<file path="config.mk">
export PLATFORM = sky130hd
export DESIGN_NAME = fb_pixel_writer
export DESIGN_NICKNAME = d
export VERILOG_FILES = /design/src/rtl/fb_pkg.sv /design/src/rtl/fb_fifo.sv /design/src/rtl/fb_pixel_writer.sv
export SDC_FILE = /design/constraint.sdc
export NUM_CORES = 1
export LEC_CHECK = 0
export CAP_MARGIN = 20
export CORE_ASPECT_RATIO = 2
export CORE_MARGIN = 5
export CORE_UTILIZATION = 45
export DETAILED_ROUTE_END_ITERATION = 8
export PLACE_DENSITY = 0.71
export SYNTH_ARGS = -nofsm -noshare
export SYNTH_HDL_FRONTEND = slang
export SYNTH_HIERARCHICAL = 1
export SYNTH_SLANG_ARGS = --single-unit
</file>
<file path="constraint.sdc">
create_clock -name clk -period 5.4 [get_ports clk]
set_input_delay 1.08 -clock clk [delete_from_list [all_inputs] [get_ports clk]]
set_output_delay 1.08 -clock clk [all_outputs]
set_load 0.02 [all_outputs]
</file>
<file path="src/rtl/fb_pkg.sv">
// Shared defaults, FSM states and FIFO entry layout for the framebuffer pixel writer.
package fb_pkg;

   localparam int CORDW_DEF = 11;
   localparam int H_RES_DEF = 640;
   localparam int V_RES_DEF = 480;
   localparam int COLRW_DEF = 4;
   localparam int ADDRW_DEF = 19;

   typedef enum logic [1:0] {
      DRAW    = 2'd0,
      FLUSH   = 2'd1,
      WAIT_VS = 2'd2,
      SWAP    = 2'd3
   } fbw_state_t;

   typedef struct packed {
      logic [ADDRW_DEF-1:0] addr;
      logic [COLRW_DEF-1:0] colr;
   } fb_entry_t;

endpackage

</file>
<file path="src/rtl/fb_fifo.sv">
// Synchronous show-ahead FIFO: head entry is visible on o_data whenever o_empty is low.
module fb_fifo #(
   parameter int W     = 23,
   parameter int DEPTH = 8
) (
   input  logic                     clk,
   input  logic                     rstn,
   input  logic                     i_push,
   input  logic [W-1:0]             i_data,
   input  logic                     i_pop,
   output logic [W-1:0]             o_data,
   output logic                     o_empty,
   output logic [$clog2(DEPTH):0]   o_count
);

   localparam int AW = $clog2(DEPTH);

   logic [W-1:0]  r_mem [DEPTH];
   logic [AW-1:0] r_wr_ptr;
   logic [AW-1:0] r_rd_ptr;
   logic [AW:0]   r_count;
   logic          w_pop;

   assign o_empty = (r_count == '0);
   assign o_count = r_count;
   assign o_data  = r_mem[r_rd_ptr];
   assign w_pop   = i_pop && !o_empty;

   always_ff @(posedge clk) begin
      if (!rstn) begin
         r_wr_ptr <= '0;
         r_rd_ptr <= '0;
         r_count  <= '0;
      end else begin
         if (i_push) r_wr_ptr <= r_wr_ptr + AW'(1);
         if (w_pop)  r_rd_ptr <= r_rd_ptr + AW'(1);
         case ({i_push, w_pop})
            2'b10:   r_count <= r_count + (AW+1)'(1);
            2'b01:   r_count <= r_count - (AW+1)'(1);
            default: r_count <= r_count;
         endcase
      end
   end

   always_ff @(posedge clk) begin
      if (i_push) r_mem[r_wr_ptr] <= i_data;
   end

endmodule

</file>
<file path="src/rtl/fb_pixel_writer.sv">
// Clips the signed pixel stream, queues linear addresses and writes them into the
// back buffer of a double-buffered framebuffer, swapping buffers at vsync after a frame.
module fb_pixel_writer
   import fb_pkg::*;
#(
   parameter int CORDW      = CORDW_DEF,
   parameter int H_RES      = H_RES_DEF,
   parameter int V_RES      = V_RES_DEF,
   parameter int COLRW      = COLRW_DEF,
   parameter int ADDRW      = ADDRW_DEF,
   parameter int FIFO_DEPTH = 8
) (
   input  logic             clk,
   input  logic             rstn,
   input  logic             pix_valid,
   output logic             pix_ready,
   input  logic [CORDW-1:0] pix_x,
   input  logic [CORDW-1:0] pix_y,
   input  logic [COLRW-1:0] pix_colr,
   input  logic             frame_done,
   input  logic             vsync_start,
   output logic             mem_we,
   input  logic             mem_ready,
   output logic [ADDRW:0]   mem_addr,
   output logic [COLRW-1:0] mem_data,
   output logic             disp_buf,
   output logic             swap,
   output logic [15:0]      clipped_cnt,
   output logic             idle
);

   localparam int CW = $clog2(FIFO_DEPTH) + 1;
   localparam int EW = ADDRW + COLRW;

   if ((64'd1 << ADDRW) < 64'(H_RES) * 64'(V_RES)) begin : g_chk_addrw
      $error("ADDRW too small for H_RES*V_RES");
   end
   if (FIFO_DEPTH < 2 || (FIFO_DEPTH & (FIFO_DEPTH - 1)) != 0) begin : g_chk_depth
      $error("FIFO_DEPTH must be a power of two >= 2");
   end
   if (H_RES >= (1 << (CORDW - 1)) || V_RES >= (1 << (CORDW - 1))) begin : g_chk_cord
      $error("H_RES/V_RES must fit the signed coordinate range");
   end

   localparam logic signed [CORDW-1:0] H_LIM = CORDW'(H_RES);
   localparam logic signed [CORDW-1:0] V_LIM = CORDW'(V_RES);

   function automatic logic [15:0] sat_inc16(input logic [15:0] v);
      return (v == 16'hFFFF) ? v : v + 16'd1;
   endfunction

   fbw_state_t r_state;
   fbw_state_t w_state_nxt;

   logic signed [CORDW-1:0] w_x_s;
   logic signed [CORDW-1:0] w_y_s;
   logic                    w_acc;
   logic                    w_on_scr;
   logic [ADDRW-1:0]        w_addr;
   logic                    w_vs_take;

   logic                    r_s1_vld_p1;
   logic [ADDRW-1:0]        r_s1_addr_p1;
   logic [COLRW-1:0]        r_s1_colr_p1;

   logic                    r_disp_buf;
   logic [15:0]             r_clip_cnt;

   logic [EW-1:0]           w_head;
   logic                    w_empty;
   logic [CW-1:0]           w_count;
   logic [CW:0]             w_occ;
   logic                    w_pop;

   assign w_x_s    = pix_x;
   assign w_y_s    = pix_y;
   assign w_on_scr = !w_x_s[CORDW-1] && (w_x_s < H_LIM) &&
                     !w_y_s[CORDW-1] && (w_y_s < V_LIM);
   assign w_addr   = ADDRW'(unsigned'(w_y_s)) * ADDRW'(H_RES) + ADDRW'(unsigned'(w_x_s));

   // Occupancy counts the S1 slot so an accepted pixel always has a FIFO entry waiting.
   assign w_occ     = {1'b0, w_count} + {{CW{1'b0}}, r_s1_vld_p1};
   assign pix_ready = rstn && (r_state == DRAW) && (w_occ < (CW+1)'(FIFO_DEPTH));
   assign w_acc     = pix_valid && pix_ready;
   assign w_vs_take = (r_state == WAIT_VS) && vsync_start;

   always_comb begin
      w_state_nxt = r_state;
      case (r_state)
         DRAW:    if (frame_done) w_state_nxt = FLUSH;
         FLUSH:   if (!r_s1_vld_p1 && w_empty) w_state_nxt = WAIT_VS;
         WAIT_VS: if (vsync_start) w_state_nxt = SWAP;
         SWAP:    w_state_nxt = DRAW;
         default: w_state_nxt = DRAW;
      endcase
   end

   // p0 -> p1: clip and address computation
   always_ff @(posedge clk) begin
      if (!rstn) begin
         r_state     <= DRAW;
         r_s1_vld_p1 <= 1'b0;
         r_disp_buf  <= 1'b0;
         r_clip_cnt  <= '0;
      end else begin
         r_state     <= w_state_nxt;
         r_s1_vld_p1 <= w_acc && w_on_scr;
         if (w_vs_take) begin
            r_disp_buf <= ~r_disp_buf;
            r_clip_cnt <= '0;
         end else if (w_acc && !w_on_scr) begin
            r_clip_cnt <= sat_inc16(r_clip_cnt);
         end
      end
   end

   always_ff @(posedge clk) begin
      if (w_acc) begin
         r_s1_addr_p1 <= w_addr;
         r_s1_colr_p1 <= pix_colr;
      end
   end

   // p1 -> FIFO: push, memory side pops from the head
   assign w_pop = mem_we && mem_ready;

   fb_fifo #(
      .W     (EW),
      .DEPTH (FIFO_DEPTH)
   ) u_fifo (
      .clk     (clk),
      .rstn    (rstn),
      .i_push  (r_s1_vld_p1),
      .i_data  ({r_s1_addr_p1, r_s1_colr_p1}),
      .i_pop   (w_pop),
      .o_data  (w_head),
      .o_empty (w_empty),
      .o_count (w_count)
   );

   assign mem_we      = !w_empty;
   assign mem_addr    = {~r_disp_buf, w_head[EW-1:COLRW]};
   assign mem_data    = w_head[COLRW-1:0];
   assign disp_buf    = r_disp_buf;
   assign swap        = (r_state == SWAP);
   assign clipped_cnt = r_clip_cnt;
   assign idle        = (r_state == DRAW) && !r_s1_vld_p1 && w_empty;

endmodule

</file>
==> results by group, run 1 <==
Outcome
  • Status: complete, no violations

Setup path
  • Crit path max fanout: 21
  • FF-to-FF setup slack: 2.85 ns
  • WP buf/inv: 2
  • CP top delay family: buffers and inverters
  • CP startpoint kind: flop
  • Critical Path Sink: mem_addr[9]
  • CP max-delay cell: dfxtp_2
  • CP Class: reg -> out
  • Worst reg2reg startpoint: u_fifo/o_count[1]
  • R2R depth: 10
  • Worst Setup End Kind: output port
  • Slowest stage delay, CP: just under 0.8 ns
  • Data arrival, critical path: approximately 3.1 ns
  • Cell breakdown of the critical path: buf_4, mux4_1, mux2_2, clkdlybuf4s50_1
  • Reg-to-reg endpoint: u_fifo/o_count[2]
  • Required @ worst endpoint: between 4 and 5 ns
  • Number of cells on the critical path: 4

Die
  • Die area: between 20000 and 30000 sq um
  • Initial core utilization: 0.458
  • Top-Level Pins: slightly below 80
  • Row count: 77
  • Die Ht: 222 microns
  • Die span in x: between 100 and 150 microns
  • Core area: 22200 sq um

Placement
  • Placed Instances: ~900
  • Area of placed instances: 11300 sq um
  • Final GP Congestion: about 0.8
  • HPWL Detailed: between 10000 and 15000 microns
  • I/O Buffers: 76

CTS
  • CTS buffer count: 21
  • Clk_lat worst skew: 0.50 ns
  • Hold Buf Count CTS: 0
  • Post-CTS sizing: 0
  • Setup Buffers After CTS: 0
  • H-Tree Depth: 1
  • TritonCTS clock tree: built
  • Root Driver: clkbuf_16
  • Clock Path Buffers: 3
  • Clock slew at reported path FFs: around 0.070 ns
  • CTS sink cnt: 240

Finish
  • Synth-to-layout area growth: 18.0%
  • Share of cells above drive strength 1: 0.127
  • Final instance area: 12000 sq um
  • Nets: between 700 and 800
  • Commonest cells after routing, fill and taps aside: edfxtp_1, clkdlybuf4s50_1, mux4_1
  • Finished Layout Cells: 945
  • Most common cell after layout, fill and taps aside: edfxtp_1
  • Ant. Diodes: 0

Detailed routing
  • Wire per inst: roughly 20 microns
  • Detailed Routing Iterations Pass 1: 4
  • Iter 0 DRT Violations: between 200 and 250
  • Via count: between 5000 and 6000
  • Final ANT Viol Nets: 0
  • DRC: 0
  • Final WL: between 15000 and 20000 microns
  • Vias per cell: 5.46

Pwr
  • Pwr Density: around 330 nW/um^2
  • Clock power share: 0.383
  • P_sw: ~0.00083 W
  • Static leakage: 4.01 nW
  • Comb power frac: 0.076
  • Pint: 0.00314 W
  • Worst vdd ir: between 0.0002 and 0.00025 V
  • Switching Share: 0.209
  • Register share of total power: 0.541

Yosys
  • Synth area leaders: edfxtp_1, mux4_1, dfxtp_1
  • Synth Net Count: 630
  • Post-Synthesis Cells: between 500 and 600
  • Ys async rst share: 0
  • Mapped cell area: 10100 sq um
  • Syn. warnings: 6
  • Leading area contributor after synthesis: edfxtp_1
  • Yosys cell types: slightly below 50
  • Seq/Total Area, Yosys: 0.678
  • #FFs+latches synth: 240
  • Synth top area share: 0.613
  • Syn avg cell area: 18.0 sq um
  • Ys flop type: edfxtp_1
  • Number of flops mapped to enable cells by yosys: between 200 and 250

STA
  • Post-route clock period utilization: 0.778
  • Slew Viols, Final: 0
  • Final setup viols: 0
  • Tightest Pin Transition: 0.914 ns
  • Final Hold Vio Count: 0
  • Worst rel slew slack: 0.389
  • Achievable Freq: 0.238 GHz
  • RSZ-0062 raised after global routing: false
  • Setup TNS: 0 ns
  • Max Clock Skew: 0.0214 ns
  • Crit path time final: ~4.2 ns

GRT
  • Tot GR Track Use: 0.147
  • Number of global-route vias before repair: 5567
  • Initial antenna violation count: 0
  • Global route total overflow: 0
  • First-pass GRT wire length: between 20000 and 30000 microns
  • Pin count of the biggest net entering global routing: 47
  • Gr busiest metal: met2
  • Met2 Use GR: 0.273
  • Met3 usage: 0.0226
  • Met1 Use GR: 0.170

Worst hold path
  • Min-delay worst type: reg -> reg

Job
  • Max Cap Viol: 0
layout make-up:
cell class / count / area (sq um)
Tap cell: 276 / 345
Clock inverter: 11 / 161
Fill cell: 1765 / 10200
Multi-Input combinational cell: 295 / 3170
Timing Repair Buffer: 83 / 826
Sequential cell: 240 / 6880
Inverter: 15 / 56.3
Clock buffer: 25 / 541
worst register-to-register path, delay by kind of cell, from the launching register on:
kind | cells | cell delay [ns]
and+or+nand+nor | 3 | 0.78
AOI/OAI and AO/OA | 3 | 0.53
adders and majority gates | 2 | 0.50
DFF | 1 | 0.39
xor gates and xnor gates | 2 | 0.27
kinds of logic after synthesis:
group | after synthesis | synth area share
mux | 75 | 0.147
compound gates | 35 | 0.0223
buf+inv | 29 | 0.0154
xor+xnor | 40 | 0.0359
flops | 240 | 0.678
fa+ha+maj | 34 | 0.0434
simple gates | 111 | 0.0581
per-layer routing:
| metal | part of all wire | wire, microns |
|---|---|---|
| met4 | 0.029 | 536 |
| met2 | 0.56 | 10400 |
| met1 | 0.37 | 6910 |
| met5 | 0 | 0 |
| met3 | 0.037 | 692 |
how the worst min path moves through the flow:
stage / slack [ns] / startpoint / to / depth (start not counted)
after floorplan: 0.48 / u_fifo/r_rd_ptr[1] / flop / 2
after global placement: 0.49 / u_fifo/r_rd_ptr[1] / flop / 2
after detailed placement: 0.51 / u_fifo/r_rd_ptr[1] / flop / 2
after CTS: 0.52 / u_fifo/r_rd_ptr[1] / flop / 2
after global routing: 0.56 / u_fifo/o_count[3] / u_fifo/o_count[3] / 2
final: 0.52 / u_fifo/r_rd_ptr[1] / flop / 2
per-stage QoR:
step	setup slack (ns)	power [W]	util	hold slack, ns
2_1_floorplan	1.94	0.00237	-	0.480
3_3_place_gp	1.32	0.00248	0.508	0.492
3_5_place_dp	1.27	0.00250	0.508	0.508
4_1_cts	1.14	0.00402	0.540	0.521
5_1_grt	1.06	0.00413	0.541	0.557
6_report	1.20	0.00397	0.541	0.523
registers in the layout, summed over array words and instances, names as in the netlist, named ones only:
register         flops
clipped_cnt         16
disp_buf             1
r_s1_addr_p1        19
r_s1_colr_p1         4
r_s1_vld_p1          1
r_state              2
u_fifo/o_count       4
u_fifo/r_mem       184
u_fifo/r_rd_ptr      3
u_fifo/r_wr_ptr      3
power by group through the flow:
stage	Combinational [W]	Clock (W)	Sequential [W]
after floorplan	0.000194	0	0.00217
after global placement	0.000299	0	0.00218
after detailed placement	0.000306	0	0.00219
after CTS	0.000307	0.00156	0.00215
after global routing	0.000335	0.00163	0.00216
final	0.000300	0.00152	0.00215
synth_stat cells (7+ instances only):
| cell type | instances |
|---|---|
| a21oi_1 | 13 |
| and2_1 | 9 |
| dfxtp_1 | 33 |
| edfxtp_1 | 207 |
| ha_1 | 32 |
| inv_1 | 15 |
| mux2_2 | 23 |
| mux4_1 | 37 |
| mux4_2 | 9 |
| nand2_1 | 22 |
| nand2b_1 | 7 |
| nand4_1 | 7 |
| nor2_1 | 30 |
| nor3_1 | 8 |
| o21ai_0 | 8 |
| xnor2_1 | 18 |
| xor2_1 | 21 |
No activity file was read; power rests on OpenSTA's default activity.
==> run 2, diff against run 1 <==
--- a/config.mk
+++ b/config.mk
@@ -10,7 +10,7 @@
 export CORE_MARGIN = 5
 export CORE_UTILIZATION = 45
 export DETAILED_ROUTE_END_ITERATION = 8
-export PLACE_DENSITY = 0.71
+export PLACE_DENSITY = 0.73
 export SYNTH_ARGS = -nofsm -noshare
 export SYNTH_HDL_FRONTEND = slang
 export SYNTH_HIERARCHICAL = 1
==> constraint.sdc (replaced) <==
create_clock -name clk -period 3.4 [get_ports clk]
set_input_delay 0.68 -clock clk [delete_from_list [all_inputs] [get_ports clk]]
set_output_delay 0.68 -clock clk [all_outputs]
set_load 0.02 [all_outputs]
==> run 2 against run 1 <==
Compared with the run above:
- via count up 2.2%
- worst setup slack worse by 1.1 ns
- cell count is 2.1% higher
- critical path type unchanged
- final area up 1.2%
==> results by group, run 2 (synthesis results as in run 1) <==
STA
  • Post-route clock period utilization: 0.979
  • Achievable Freq: between 0.3 and 0.4 GHz
  • Tightest Pin Transition: around 0.87 ns
  • WHS: 0.527 ns
  • Worst rel slew slack: 0.416
  • Max Clock Skew: about 0.018 ns
  • Slew Viols, Final: 0
  • Final Hold Vio Count: 0
  • Crit path time final: around 3.3 ns
  • Final setup viols: 0

Detailed routing
  • Final ANT Viol Nets: 0
  • Final WL: 19100 microns
  • DRC: 0
  • Vias per cell: approximately 5.5
  • Via count: 5276
  • Wire per inst: around 20 microns
  • Detailed Routing Iterations Pass 1: 4
  • Iter 0 DRT Violations: 200

Finish
  • Synth-to-layout area growth: 19.4%
  • Share of cells above drive strength 1: 0.158
  • Commonest cells after routing, fill and taps aside: edfxtp_1, clkdlybuf4s50_1, mux4_1
  • Final instance area: 12100 sq um
  • Ant. Diodes: 0
  • Most flops, register: u_fifo/r_mem
  • Nets: 741
  • Fillers: around 1700
  • Flip-flop and latch area: about 6900 sq um
  • Most common cell after layout, fill and taps aside: edfxtp_1
  • Multi-input gate area: ~3100 sq um
  • Largest register FFs: 184

Setup path
  • Data arrival, critical path: 2.65 ns
  • Worst Setup End Kind: output port
  • CP startpoint kind: flop
  • Required @ worst endpoint: 2.72 ns
  • Worst reg2reg startpoint: u_fifo/o_count[1]
  • CP Class: reg -> out
  • Crit path max fanout: 46

CTS
  • CTS buffer count: 21
  • Root Driver: clkbuf_16
  • Clock slew at reported path FFs: approximately 0.07 ns
  • TritonCTS clock tree: built
  • Hold Buf Count CTS: 0
  • H-Tree Depth: 1
  • CTS sink cnt: 240
  • Clock Path Buffers: 3
  • Clk_lat worst skew: 0.49 ns

Placement
  • Final GP Congestion: approximately 0.83
  • I/O Buffers: 76
  • Area of placed instances: 11400 sq um
  • HPWL Detailed: between 10000 and 15000 microns

Job
  • Max Cap Viol: 0

Pwr
  • Pwr Density: 519 nW/um^2
  • Static leakage: approximately 4.1 nW
  • Worst vdd ir: 0.000344 V

GRT
  • Pin count of the biggest net entering global routing: 47
  • Initial antenna violation count: 0
  • Number of global-route vias before repair: 5701
  • Tot GR Track Use: 0.152
  • First-pass GRT wire length: 30300 microns
  • Global route total overflow: 0

Die
  • Die span in x: roughly 120 microns
  • Top-Level Pins: 77
  • Row count: 77
  • Die area: approximately 26000 sq um
  • Core area: about 22000 sq um
  • Initial core utilization: 0.458
  • Die Ht: 222 microns

Outcome
  • Status: complete, no violations

Worst hold path
  • Worst Hold Launch: u_fifo/o_count[3]
  • Min-delay worst type: reg -> reg
-- run 2: cell types whose count changed in the layout (fill, tap and decap cells not counted), sizes merged --
cell / delta
buf: +19
clkinv: +5
bufinv: -2
clkbuf: -2
clkinvlp: +1
inv: -1
-- run 2: path summary, 6_finish.rpt --
kind                        to  slack, ns  cells after the start
min          u_fifo/o_count[3]       0.53                      2
max               mem_addr[15]       0.07                      4
max reg2reg  u_fifo/o_count[2]       0.72                     10
min reg2reg  u_fifo/o_count[3]       0.53                      2
-- run 2: cell type report --
type                            count  area share
Tap cell                          276      0.0285
Sequential cell                   240       0.568
Multi-Input combinational cell    295       0.259
Clock inverter                     14      0.0119
Clock buffer                       23      0.0456
Timing Repair Buffer              102      0.0826
Inverter                           15     0.00465
-- run 2: repair_timing --
item	CTS	global route
endpoints found under the hold margin	0	0
resized for setup	0	1
setup endpoints to repair	0	1
buffers inserted	0	0
-- run 2: routing by layer --
layer,up-vias,global-route usage,routed length (microns),share of wire
li1,2449,-,-,-
met1,2690,0.174,7060,0.37
met2,108,0.283,10900,0.57
met3,29,0.0196,570,0.030
met4,0,0.0517,551,0.029
met5,-,0,0,0
-- run 2: power breakdown --
part           internal (W)  switching (W)  leakage, nW
sequential          0.00333      0.0000869         2.13
clock               0.00134        0.00101        0.336
combinational      0.000246       0.000270         1.64
total               0.00491        0.00137         4.11
-- run 2: through the flow --
step           utilization  total power (W)  std cells  worst slack, ns  setup TNS, ns
6_report             0.547          0.00628        965           0.0727              0
5_1_grt              0.547          0.00654        965         -0.00347       -0.00577
4_1_cts              0.547          0.00636        965           0.0271              0
3_5_place_dp         0.515          0.00400        928           -0.226         -0.623
3_3_place_gp         0.515          0.00397        928           -0.182         -0.440
2_1_floorplan            -          0.00376        564            0.336              0
-- run 2: critical path, cell delays in order, from the launching register on --
cell	delay, ns
dfxtp_2	0.36
buf_16	0.29
mux4_1	0.60
mux2_2	0.32
clkdlybuf4s50_1	0.55
